### src/rtl/pcs_pkg.sv
`default_nettype none
// ============================================================================
// Module  : pcs_pkg
// Brief   : 8b/10b code-group constants and PCS transmit state encoding.
//           Config states exist only when PCS_TX_CONFIG_EN is defined.
// Revision: 1.0
// ============================================================================
package pcs_pkg;

    localparam logic [7:0] c_K28_5 = 8'hBC;
    localparam logic [7:0] c_K27_7 = 8'hFB;
    localparam logic [7:0] c_K29_7 = 8'hFD;
    localparam logic [7:0] c_K23_7 = 8'hF7;
    localparam logic [7:0] c_K30_7 = 8'hFE;
    localparam logic [7:0] c_D5_6  = 8'hC5;
    localparam logic [7:0] c_D16_2 = 8'h50;
    localparam logic [7:0] c_D21_5 = 8'hB5;
    localparam logic [7:0] c_D2_2  = 8'h42;

    typedef enum logic [3:0] {
        IDLE_K = 4'd0,
        IDLE_D = 4'd1,
        START  = 4'd2,
        DATA   = 4'd3,
        END_T  = 4'd4,
        END_R  = 4'd5,
        END_R2 = 4'd6
`ifdef PCS_TX_CONFIG_EN
        ,
        CFG_K  = 4'd7,
        CFG_D  = 4'd8,
        CFG_LO = 4'd9,
        CFG_HI = 4'd10
`endif
    } pcs_state_e;

endpackage : pcs_pkg
`default_nettype wire

### src/rtl/pcs_tx_ctrl.sv
`default_nettype none
// ============================================================================
// Module  : pcs_tx_ctrl
// Brief   : PCS transmit ordering: idles, /S/ data /T/R/ framing, underrun /V/.
//           Define PCS_TX_CONFIG_EN to add /C1/C2/ configuration ordered sets.
// Revision: 1.0
// ============================================================================
module pcs_tx_ctrl
    import pcs_pkg::*;
#(
    parameter int IPG_MIN = 12
) (
    input  logic        clk,
    input  logic        reset,
    input  logic        tx_valid,
    input  logic [7:0]  tx_data,
    input  logic        tx_last,
    output logic        tx_ready,
    input  logic        enc_rd,
    output logic [7:0]  enc_data,
    output logic        enc_control,
`ifdef PCS_TX_CONFIG_EN
    input  logic        xmit_config,
    input  logic [15:0] cfg_word,
`endif
    output logic        tx_underrun
);

    localparam int            CW    = $clog2(IPG_MIN + 3);
    localparam logic [CW-1:0] c_IPG = CW'(IPG_MIN);

    pcs_state_e    state_q, state_d;
    logic          parity_q, parity_d;
    logic          rd_q, rd_d;
    logic [CW-1:0] idle_cnt_q, idle_cnt_d;
    logic          drop_q, drop_d;
    logic [7:0]    enc_data_q, enc_data_d;
    logic          enc_control_q, enc_control_d;
    logic          tx_ready_q, tx_ready_d;
    logic          underrun_q, underrun_d;
    logic          cfg_c2_q, cfg_c2_d;

    logic          w_accept;
    logic          w_cfg_req;
    logic [CW-1:0] w_idle_sat;
    pcs_state_e    w_entry;

    assign w_accept = tx_valid & tx_ready_q;

    // The idle counter counts code-groups, so each /I/ ordered set adds two.
    assign w_idle_sat = (idle_cnt_q >= c_IPG) ? c_IPG : idle_cnt_q + CW'(2);

`ifdef PCS_TX_CONFIG_EN
    assign w_cfg_req = xmit_config;
    assign w_entry   = xmit_config ? CFG_K : IDLE_K;
`else
    assign w_cfg_req = 1'b0;
    assign w_entry   = IDLE_K;
`endif

    always_comb begin
        state_d       = state_q;
        parity_d      = ~parity_q;
        rd_d          = rd_q;
        idle_cnt_d    = idle_cnt_q;
        drop_d        = drop_q;
        enc_data_d    = c_K28_5;
        enc_control_d = 1'b1;
        underrun_d    = 1'b0;
        cfg_c2_d      = cfg_c2_q;

        // Leftover bytes of an underrun frame are swallowed until tx_last.
        if (drop_q && w_accept && tx_last) begin
            drop_d = 1'b0;
        end

        case (state_q)
            IDLE_K: begin
                rd_d    = enc_rd;
                state_d = IDLE_D;
            end
            IDLE_D: begin
                enc_data_d    = rd_q ? c_D5_6 : c_D16_2;
                enc_control_d = 1'b0;
                idle_cnt_d    = w_idle_sat;
                if (tx_valid && !drop_q && !w_cfg_req && (w_idle_sat >= c_IPG)) begin
                    state_d = START;
                end else begin
                    state_d = w_entry;
                end
            end
            START: begin
                enc_data_d = c_K27_7;
                idle_cnt_d = '0;
                state_d    = DATA;
            end
            DATA: begin
                if (tx_valid) begin
                    enc_data_d    = tx_data;
                    enc_control_d = 1'b0;
                    if (tx_last) begin
                        state_d = END_T;
                    end
                end else begin
                    enc_data_d = c_K30_7;
                    underrun_d = 1'b1;
                    drop_d     = 1'b1;
                    state_d    = END_T;
                end
            end
            END_T: begin
                enc_data_d = c_K29_7;
                state_d    = END_R;
            end
            END_R: begin
                enc_data_d = c_K23_7;
                state_d    = parity_q ? w_entry : END_R2;
            end
            END_R2: begin
                enc_data_d = c_K23_7;
                state_d    = w_entry;
            end
`ifdef PCS_TX_CONFIG_EN
            CFG_K: begin
                state_d = CFG_D;
            end
            CFG_D: begin
                enc_data_d    = cfg_c2_q ? c_D2_2 : c_D21_5;
                enc_control_d = 1'b0;
                state_d       = CFG_LO;
            end
            CFG_LO: begin
                enc_data_d    = cfg_word[7:0];
                enc_control_d = 1'b0;
                state_d       = CFG_HI;
            end
            CFG_HI: begin
                enc_data_d    = cfg_word[15:8];
                enc_control_d = 1'b0;
                cfg_c2_d      = xmit_config ? ~cfg_c2_q : 1'b0;
                state_d       = xmit_config ? CFG_K : IDLE_K;
            end
`endif
            default: begin
                state_d = IDLE_K;
            end
        endcase

        tx_ready_d = (state_d == DATA) ||
                     (drop_d && !(state_d inside {START, DATA, END_T, END_R, END_R2}));
    end

    always_ff @(posedge clk or negedge reset) begin
        if (!reset) begin
            state_q       <= IDLE_K;
            parity_q      <= 1'b0;
            rd_q          <= 1'b0;
            idle_cnt_q    <= c_IPG;
            drop_q        <= 1'b0;
            enc_data_q    <= c_K28_5;
            enc_control_q <= 1'b1;
            tx_ready_q    <= 1'b0;
            underrun_q    <= 1'b0;
            cfg_c2_q      <= 1'b0;
        end else begin
            state_q       <= state_d;
            parity_q      <= parity_d;
            rd_q          <= rd_d;
            idle_cnt_q    <= idle_cnt_d;
            drop_q        <= drop_d;
            enc_data_q    <= enc_data_d;
            enc_control_q <= enc_control_d;
            tx_ready_q    <= tx_ready_d;
            underrun_q    <= underrun_d;
            cfg_c2_q      <= cfg_c2_d;
        end
    end

    assign enc_data    = enc_data_q;
    assign enc_control = enc_control_q;
    assign tx_ready    = tx_ready_q;
    assign tx_underrun = underrun_q;

endmodule : pcs_tx_ctrl
`default_nettype wire
### config.mk
export PLATFORM = sky130hd
export DESIGN_NAME = pcs_tx_ctrl
export DESIGN_NICKNAME = d
export VERILOG_FILES = /design/src/rtl/pcs_pkg.sv /design/src/rtl/pcs_tx_ctrl.sv
export SDC_FILE = /design/constraint.sdc
export NUM_CORES = 1
export LEC_CHECK = 0
export BUFFER_PORTS_ARGS = -buffer_cell sky130_fd_sc_hd__buf_2
export CAP_MARGIN = 20
export CELL_PAD_IN_SITES_DETAIL_PLACEMENT = 0
export CELL_PAD_IN_SITES_GLOBAL_PLACEMENT = 1
export CORE_ASPECT_RATIO = 0.75
export CORE_MARGIN = 1
export CORE_UTILIZATION = 39
export CTS_CLUSTER_DIAMETER = 200
export DETAILED_ROUTE_END_ITERATION = 7
export PLACE_DENSITY_LB_ADDON = 0.12
export SETUP_SLACK_MARGIN = 0.2
export SYNTH_ARGS = -nofsm -noshare
export SYNTH_HDL_FRONTEND = slang
export SYNTH_SLANG_ARGS = --single-unit
### constraint.sdc
create_clock -name clk -period 1.7 [get_ports clk]
set_input_delay 0.17 -clock clk [delete_from_list [all_inputs] [get_ports clk]]
set_output_delay 0.17 -clock clk [all_outputs]
set_load 0.03 [all_outputs]
==> results by group <==
Power and ir drop
  • Net Sw Power: 547.3 uW
  • Combinational power share: 40.4%
  • Sw Ratio: 35.46%
  • Clk pwr share: between 10% and 20%
  • PwrDens: 1163 nW/um2
  • Sequential cell fraction of total power: 44.3%
  • Peak supply drop: about 0.0006 V
  • P_leak: 0.5997 nW
  • Total power: roughly 1.5 mW
  • Int Pwr: 996.1 uW

Yosys
  • Synth Area in Simple Gates: 21.12%
  • Seq/Total Area, Yosys: 50.77%
  • Top FF cell, synth: dfrtp_1
  • Count leader, synth: dfrtp_1
  • Mux contribution to synthesized area: 0%
  • Syn Inst Count: 111
  • Synth top area share: between 30% and 40%
  • Syn avg cell area: 9.502 um2
  • Mapped cell area: 1055 um2
  • Post-Synth Adder-Cell Area: 1.186%
  • Post-synth EDFFs: 0
  • Ranking of synthesized cells by area: dfrtp_1 (31%), dfstp_2 (20%), nand2_1 (4.3%)
  • Xor and xnor area share after synthesis: 0%
  • Seq cells post-synth: 21
  • Yosys cell types: 36
  • Most frequent cells after synthesis: dfrtp_1 (13), nand2_1 (12), a21oi_1 (8), dfstp_2 (8)
  • Synth warnings: 0
  • Syn_nets: 125
  • Post-synth ARST share: 100.0%
  • Synth Area in Compound Gates: 20.17%
  • Synth area leader: dfrtp_1
  • Main combinational cell family by area after synthesis: simple AND/OR/NAND/NOR gates

Global route
  • Pin count of the biggest net entering global routing: 22
  • Initial antenna violation count: 0
  • Vias in the first global route: 779
  • Total track usage: 18.41%
  • Global route overflow: 0
  • Global-route wire length before repair: 3753 um

Detailed routing
  • Vias per cell: just over 5
  • Routed WL: 2384 um
  • DRC: 0
  • Post-route antenna net violation count: 0
  • First-pass iteration count of the detailed router: 4
  • DRT iter0 DRCs: 36
  • Via Count: 912
  • Routed length per instance: 13.55 um

STA
  • Final Cycle Share: approximately nine tenths
  • Final-report setup violation count: 0
  • FMAX: 652.6 MHz
  • Minimum clock period: 1.532 ns
  • Setup tns final: 0 ns
  • Final Slew Violations: 0
  • Hold Fails Final Rpt: 0
  • RSZ-0062 raised after global routing: yes
  • Clk_skew: a little over 0.006 ns

Worst setup path
  • Crit. End Element: flop
  • Critical path data required time: around 1.9 ns
  • Critical path peak fanout: 2
  • Reg-to-Reg End: tx_ready
  • Worst flop-to-flop path startpoint: idle_cnt_q[1]
  • Critical path arrival: about 1.7 ns
  • CP startpoint kind: flop
  • R2R cell count: 5
  • Crit Path Class: flop to flop
  • R2R setup slack: 0.17 ns

Floorplan
  • Placeable core region: 2421 um2
  • Die Area: 2919 um2
  • Chip width: just over 60 um
  • I/O pins: 24
  • Starting density of the core: a little over two fifths
  • Die H: 47.04 um
  • Cell row count: 15

Clock tree
  • Clk sinks: 21
  • Clock buffer depth: 2
  • H-Tree Depth: 1
  • CTS root buffer: clkbuf_4
  • Clock latency on the worst-skew pair: approximately 0.3 ns
  • CTS Buf Count: 3
  • Worst-path clk slew: around 0.11 ns
  • CTS tree: built

Placed design
  • Inst Count DP: 167
  • Detailed placer's ending HPWL: 1685 um
  • Port bufs: 23
  • Placer Congestion: 0.7594

Finish
  • Fillcell total: 232
  • Layout net count: between 150 and 200
  • Area grow syn2layout: 25.86%
  • Multi-input logic area: 493.0 um2
  • Ant diodes: 0
  • Share of layout cells above drive strength 1: 38.73%
  • Register area: 535.5 um2
  • Non-filler cells, final: 176

Flow run
  • MaxCap Viol Count: 0

Worst hold path
  • Hold path startpoint: enc_rd
  • Hold Path Class: input pin to flop
  • Worst Hold Depth: 3
  • Hold EP: rd_q

Run status
  • Outcome: completed
kinds of logic after synthesis:
kind of cell,count (synthesis)
AND/OR/NAND/NOR,40
AO/OA/AOI/OAI,33
flip-flops,21
buffers and inverters,15
adder cells (fa/ha/maj),1
other,1
power groups by stage:
stage	sequential (mW)	combinational [mW]	clock, mW
after global routing	0.696	0.692	0.275
after global placement	0.686	0.425	0
final	0.684	0.624	0.236
after detailed placement	0.690	0.440	0
after CTS	0.666	0.530	0.249
after floorplan	0.709	0.296	0
layer usage:
metal	global-route usage, %	wire, um	vias up
met5	0	0	-
met4	4.000	13	0
met3	4.959	94	2
met2	27.23	1120	24
met1	26.96	1155	433
li1	-	-	453
final cells by class:
cell class,count,share of cell area [%]
sequential,21,40.34
multi-input combinational,75,37.13
timing repair buffer,34,15.08
tap,34,3.205
inverter,8,2.262
clock buffer,4,1.979
worst max-delay path, stage by stage, from the launching register on:
cell	delay, ns
dfrtp_1	0.43
ha_4	0.28
or2b_1	0.24
a31o_4	0.26
nor4_4	0.14
a211oi_2	0.07
registers in the layout (all words and copies together), names as in the netlist:
signal and flops:
rd_q 1, enc_data 8, tx_underrun 1, enc_control 1
state_q 4, tx_ready 1, idle_cnt_q 3, parity_q 1
drop_q 1
timing repair:
action	CTS	global route
pin swaps	0	1
hold endpoints to repair	13	0
setup buffers	3	1
endpoints found under the setup margin	2	2
resized for setup	1	4
hold buffers	1	0
worst max path at each step:
stage,startpoint,end,slack (ns),cells after the start
global route,idle_cnt_q[2],tx_ready,0.12,5
global placement,idle_cnt_q[2],tx_ready,0.15,5
detailed placement,idle_cnt_q[2],tx_ready,0.1,5
CTS,idle_cnt_q[1],tx_ready,0.15,5
floorplan,idle_cnt_q[2],tx_ready,0.20,5
finish,idle_cnt_q[1],tx_ready,0.17,5
cell usage in the layout, fill, tap and decap left out, types with 2 or more instances in the layout:
cell	instances
nor2b_1	2
dfstp_2	8
nor3_1	6
o21ai_0	7
buf_4	10
nand3_1	3
o21ai_1	4
a211oi_2	2
nand2_1	12
nor2_1	6
nand2b_1	2
o22ai_1	3
dfrtp_1	13
clkbuf_4	3
buf_2	23
inv_1	7
a21oi_1	7
through the flow:
| step | util, % | cell area, um2 | setup WS (ns) | hold slack (ns) |
|---|---|---|---|---|
| 6_report | 54.83 | 1328 | 0.1677 | 0.07530 |
| 2_1_floorplan | - | 1055 | 0.1981 | -0.1256 |
| 4_1_cts | 53.13 | 1286 | 0.1504 | 0.06767 |
| 5_1_grt | 54.83 | 1328 | 0.1183 | 0.08043 |
| 3_3_place_gp | 50.39 | 1220 | 0.1542 | 0.1507 |
| 3_5_place_dp | 50.39 | 1220 | 0.09544 | 0.1594 |
No activity file was read; power rests on OpenSTA's default activity.
